**config.mk**
```make
export PLATFORM = sky130hd
export DESIGN_NAME = rv32i_core
export DESIGN_NICKNAME = d
export VERILOG_FILES = /design/src/rtl/rv32i_core.sv
export SDC_FILE = /design/constraint.sdc
export NUM_CORES = 2
export LEC_CHECK = 0
export ABC_CLOCK_PERIOD_IN_PS = 6700
export CAP_MARGIN = 20
export CELL_PAD_IN_SITES_DETAIL_PLACEMENT = 1
export CELL_PAD_IN_SITES_GLOBAL_PLACEMENT = 1
export CORE_MARGIN = 10
export CORE_UTILIZATION = 48
export DETAILED_ROUTE_END_ITERATION = 7
export DONT_BUFFER_PORTS = 1
export PLACE_DENSITY_LB_ADDON = 0.2
export SYNTH_ARGS = -nofsm -noshare
export SYNTH_HDL_FRONTEND = slang
export SYNTH_SLANG_ARGS = --single-unit
```
**constraint.sdc**
```tcl
create_clock -name clk -period 6.7 [get_ports clk]
set_input_delay 1.005 -clock clk [delete_from_list [all_inputs] [get_ports clk]]
set_output_delay 1.005 -clock clk [all_outputs]
set_load 0.05 [all_outputs]
```
**src/rtl/rv32i_core.sv**
```systemverilog
// rv32i_core: single-cycle RV32I integer core fetching from a combinational instruction ROM
module rv32i_regs (
  input  logic        clk,
  input  logic        rst,
  input  logic        we,
  input  logic [4:0]  waddr,
  input  logic [31:0] wdata,
  input  logic [4:0]  raddr1,
  input  logic [4:0]  raddr2,
  output logic [31:0] rdata1,
  output logic [31:0] rdata2
);
  logic [31:0] regs [0:31];
  always_ff @(posedge clk)
    if (rst) for (int i = 0; i < 32; i++) regs[i] <= '0;
    else if (we && waddr != '0) regs[waddr] <= wdata;
  assign rdata1 = raddr1 == '0 ? '0 : regs[raddr1];
  assign rdata2 = raddr2 == '0 ? '0 : regs[raddr2];
endmodule

module rv32i_core #(
  parameter logic [31:0] RESET_ADDR = 32'h0000_0000
) (
  input  logic        clk,
  input  logic        rst,
  input  logic [31:0] inst_i,
  output logic [31:0] inst_addr_o
);
  localparam logic [6:0] OP_LUI = 7'h37, OP_AUIPC = 7'h17, OP_JAL = 7'h6f, OP_JALR = 7'h67;
  localparam logic [6:0] OP_BR = 7'h63, OP_IMM = 7'h13, OP_REG = 7'h33;
  logic [31:0] pc, pc4, npc, wd, rs1_v, rs2_v, b, alu;
  logic [31:0] imm_i, imm_b, imm_u, imm_j;
  logic [6:0]  op;
  logic [2:0]  f3;
  logic [4:0]  sh;
  logic        we, alt, cond, take;
  assign op    = inst_i[6:0];
  assign f3    = inst_i[14:12];
  assign alt   = inst_i[30];
  assign imm_i = {{20{inst_i[31]}}, inst_i[31:20]};
  assign imm_b = {{19{inst_i[31]}}, inst_i[31], inst_i[7], inst_i[30:25], inst_i[11:8], 1'b0};
  assign imm_u = {inst_i[31:12], 12'b0};
  assign imm_j = {{11{inst_i[31]}}, inst_i[31], inst_i[19:12], inst_i[20], inst_i[30:21], 1'b0};
  assign pc4   = pc + 32'd4;
  assign inst_addr_o = pc;
  rv32i_regs u_regs (
    .clk(clk), .rst(rst), .we(we), .waddr(inst_i[11:7]), .wdata(wd),
    .raddr1(inst_i[19:15]), .raddr2(inst_i[24:20]), .rdata1(rs1_v), .rdata2(rs2_v)
  );
  assign b  = op == OP_REG ? rs2_v : imm_i;
  assign sh = b[4:0];
  always_comb begin
    case (f3)
      3'd0:    alu = (op == OP_REG && alt) ? rs1_v - b : rs1_v + b;
      3'd1:    alu = rs1_v << sh;
      3'd2:    alu = {31'b0, $signed(rs1_v) < $signed(b)};
      3'd3:    alu = {31'b0, rs1_v < b};
      3'd4:    alu = rs1_v ^ b;
      3'd5:    alu = alt ? $unsigned($signed(rs1_v) >>> sh) : rs1_v >> sh;
      3'd6:    alu = rs1_v | b;
      default: alu = rs1_v & b;
    endcase
  end
  // funct3 010/011 are not branches; f3[0] inverts the base compare
  assign cond = f3[2] ? (f3[1] ? rs1_v < rs2_v : $signed(rs1_v) < $signed(rs2_v)) : rs1_v == rs2_v;
  assign take = (f3[2] | ~f3[1]) & (cond ^ f3[0]);
  always_comb begin
    we  = 1'b0;
    wd  = pc4;
    npc = pc4;
    case (op)
      OP_LUI:   begin we = 1'b1; wd = imm_u; end
      OP_AUIPC: begin we = 1'b1; wd = pc + imm_u; end
      OP_JAL:   begin we = 1'b1; npc = pc + imm_j; end
      OP_JALR:  begin we = 1'b1; npc = (rs1_v + imm_i) & ~32'd1; end
      OP_BR:    npc = take ? pc + imm_b : pc4;
      OP_IMM,
      OP_REG:   begin we = 1'b1; wd = alu; end
      default:  ;
    endcase
  end
  always_ff @(posedge clk) pc <= rst ? RESET_ADDR : npc;
endmodule

```
==> results.json <==
{
  "r2r_end": "u_regs.regs[9][26]",
  "synth_top_cell_area_share": 0.430,
  "grt.met3_usage": 0.138,
  "synth_cell_types": 100,
  "setup_viol": 138,
  "antenna_found_initial": 32,
  "coreArea_sq_um": 148000,
  "leakagePower_nw": 30.6,
  "vdd_drop_max_mv": 0.229,
  "busiest_layer": "met2",
  "grt_pass1_vias": 67752,
  "chipHeight_um": 406,
  "htreeDepth": 3,
  "fmax_mhz": 144,
  "crit_end": "u_regs.regs[10][10]",
  "gp_congestion": 1.06,
  "area_growth_pct": 16.5,
  "use_met2": 0.648,
  "dp_hpwl_um": 255000,
  "cts_buffer_depth": 3,
  "crit_required_ps": 7170,
  "wl_um": 381000,
  "grt_pass1_wl_um": 519000,
  "slew_violations": 0,
  "drive_gt1_frac": 0.230,
  "route.detailed.drc": 0,
  "io_buffers": 0,
  "syn_inst": 6764,
  "fin_crit_ps": 6930,
  "drt_first_pass_iters": 8,
  "grt_max_degree": 371,
  "power_per_cell_area_nw_per_um2": 222,
  "worstMarginPinSlew_ps": 1360,
  "dpl_cell_area_sq_um": 79000,
  "seqCellArea_sq_um": 31400,
  "viasPerCell": 7.45,
  "synth_common_cells": "1065 x nor2_1, 1024 x edfxtp_1, 497 x a21oi_1, 381 x nand2_1, 380 x clkbuf_1",
  "postCtsHoldBufs": 0,
  "whs_ps": 349,
  "min_path_type": "in2reg",
  "synth_area_sq_um": 71500,
  "via_count": 68596,
  "io_pins": 66,
  "yosysMostFrequentCell": "nor2_1",
  "nFillCells": 15620,
  "ant_nets": 0,
  "dieWidth_um": 406,
  "synth_seq_cells": 1055,
  "drv_cap": 0,
  "nets": 7420,
  "reg2reg_depth": 21,
  "cts_buffers": 114,
  "dp_worst_setup_slack_ps": -988,
  "min_period_over_period": 1.03,
  "end_kind": "flip-flop",
  "wl_per_cell_um": 41.4,
  "worst-r2r-setup-slack_ps": 530,
  "violations": "setup timing",
  "worstSetupStartpointType": "primary input",
  "clk_latency_ps": 790,
  "multi_input_comb_area_sq_um": 37600,
  "fin_skew_ps": 82.9,
  "clock_sinks": 1055,
  "fin_ws_ps": -229,
  "total_power_mw": 18.5,
  "cp.arrival_ps": 7400,
  "stdcell_area_sq_um": 83300,
  "critPathMaxFanout": 182,
  "synth_warnings": 0,
  "hold_viol": 0,
  "crit_start": "inst_i[16]",
  "root_buffer": "clkbuf_16",
  "grt.met1_usage": 0.546,
  "status": "finished, violations left",
  "synthFlopType": "edfxtp_1",
  "synthArstFlopShare": 0,
  "criticalPathCategory": "in2reg",
  "synth_area_leaders": "edfxtp_1 43%, mux4_2 11%, nor2_1 5.6%, mux2i_1 5.1%, ha_1 3.7%",
  "avgSynthCellArea_sq_um": 10.6,
  "synth_edf_count": 1024,
  "ys_seq_area_frac": 0.439,
  "timing.rr.start": "u_regs.regs[24][0]",
  "path_clk_slew_ps": 60,
  "globalRouteOverflowTotal": 0,
  "slew_headroom": 0.0927,
  "grt_usage": 0.444,
  "dieArea_sq_um": 165000,
  "rows": 141,
  "start_util": 0.484,
  "drtIter0Drc": 11496,
  "synth_top_cell_by_area": "edfxtp_1",
  "cts_tree": "done"
}
-- stage by stage --
| stage | TNS, ps | std cells | util |
|---|---|---|---|
| floorplan | 0 | 6796 | - |
| global placement | -374330 | 8951 | 0.534 |
| detailed placement | -352900 | 8954 | 0.534 |
| CTS | 0 | 9157 | 0.558 |
| global route | -645 | 9192 | 0.563 |
| finish | -13960 | 9206 | 0.564 |
-- cell usage in the layout, fill, tap and decap left out, types with 38 or more instances in the layout --
master / n
o22ai_1: 107
edfxtp_1: 1024
xor2_1: 55
nand2_1: 348
mux4_2: 336
buf_12: 70
o21a_1: 45
mux2i_1: 363
a211oi_1: 58
a31oi_1: 76
xnor2_1: 84
clkbuf_16: 127
o221ai_1: 76
a311oi_1: 49
a21oi_1: 493
a221oi_1: 38
nand3_1: 111
a22oi_1: 48
nor2_1: 1060
nor3_1: 157
mux2_2: 105
buf_4: 790
a21o_1: 51
ha_1: 212
o211ai_1: 68
o21ai_0: 294
inv_1: 125
-- state kept, by name (all words and copies together), names as in the netlist --
| signal | flops |
|---|---|
| u_regs.regs | 1024 |
| inst_addr_o | 31 |
-- what timing repair did --
action                                 in CTS  in global routing
buffers inserted                            0                  6
setup endpoints to repair                 164               1007
pin swaps                                   0                  7
gates cloned                                0                 13
endpoints found under the hold margin       0                  0
resized for setup                           4                 48
-- power breakdown --
group          leakage, nW  internal [mW]  switching (mW)  total (mW)
registers             10.8           7.45           0.167        7.62
logic                 18.1           1.81            2.85        4.66
clock network         1.72           3.42            2.82        6.24
total                 30.6           12.7            5.84        18.5
-- how the worst min path moves through the flow --
| stage | end | start | slack [ps] | cells past startpoint |
|---|---|---|---|---|
| 2_1_floorplan | inst_addr_o[1] | inst_addr_o[1] | 830 | 2 |
| 3_3_place_gp | inst_addr_o[3] | inst_addr_o[2] | 780 | 3 |
| 3_5_place_dp | inst_addr_o[3] | inst_addr_o[2] | 810 | 3 |
| 4_1_cts | inst_addr_o[13] | rst | 310 | 1 |
| 5_1_grt | inst_addr_o[12] | rst | 320 | 1 |
| 6_report | inst_addr_o[12] | rst | 350 | 1 |
-- layout make-up --
cell class                 count  share of cell area
antenna                       23            0.000691
clock buffer                 136              0.0352
clock inverter                67             0.00737
inverter                     135             0.00608
multi-input combinational   4976               0.451
sequential                  1055               0.377
tap                         1930              0.0290
timing repair buffer         884              0.0940
-- cells by family (layout without fill, tap and decap cells) --
| kind of cell | after synthesis | count (layout) | share of synthesized area |
|---|---|---|---|
| AND/OR/NAND/NOR | 2046 | 2046 | 0.126 |
| AO/OA/AOI/OAI | 1733 | 1733 | 0.159 |
| flip-flops | 1055 | 1055 | 0.439 |
| multiplexers | 805 | 805 | 0.173 |
| buffers and inverters | 765 | 1222 | 0.0471 |
| adder cells (fa/ha/maj) | 220 | 220 | 0.0391 |
| XOR/XNOR | 139 | 139 | 0.0170 |
| other | 1 | 56 | 0.0000524 |
-- worst max-delay path, stage by stage --
cell      delay, ps
or3b_4          820
buf_4           250
o22ai_1         270
nor4_1          120
buf_4           180
a311oi_1        330
nand2_1         240
inv_1           130
buf_4           120
ha_1            160
buf_4           140
inv_1            40
a221o_1         410
a211o_1         360
nand3_1         170
buf_4           140
a21oi_1          70
mux2i_1         280
o211ai_1        250
a31oi_1         280
o21ai_0         210
o41ai_4         470
buf_12          270
nor2_1           80
-- routing by layer --
metal	share of wire	wire [um]	vias up
li1	-	-	26674
met1	0.34	131000	34374
met2	0.42	161000	5941
met3	0.14	52200	1577
met4	0.096	36700	30
met5	0.00053	201	-
(Power assumes the default switching activity.)
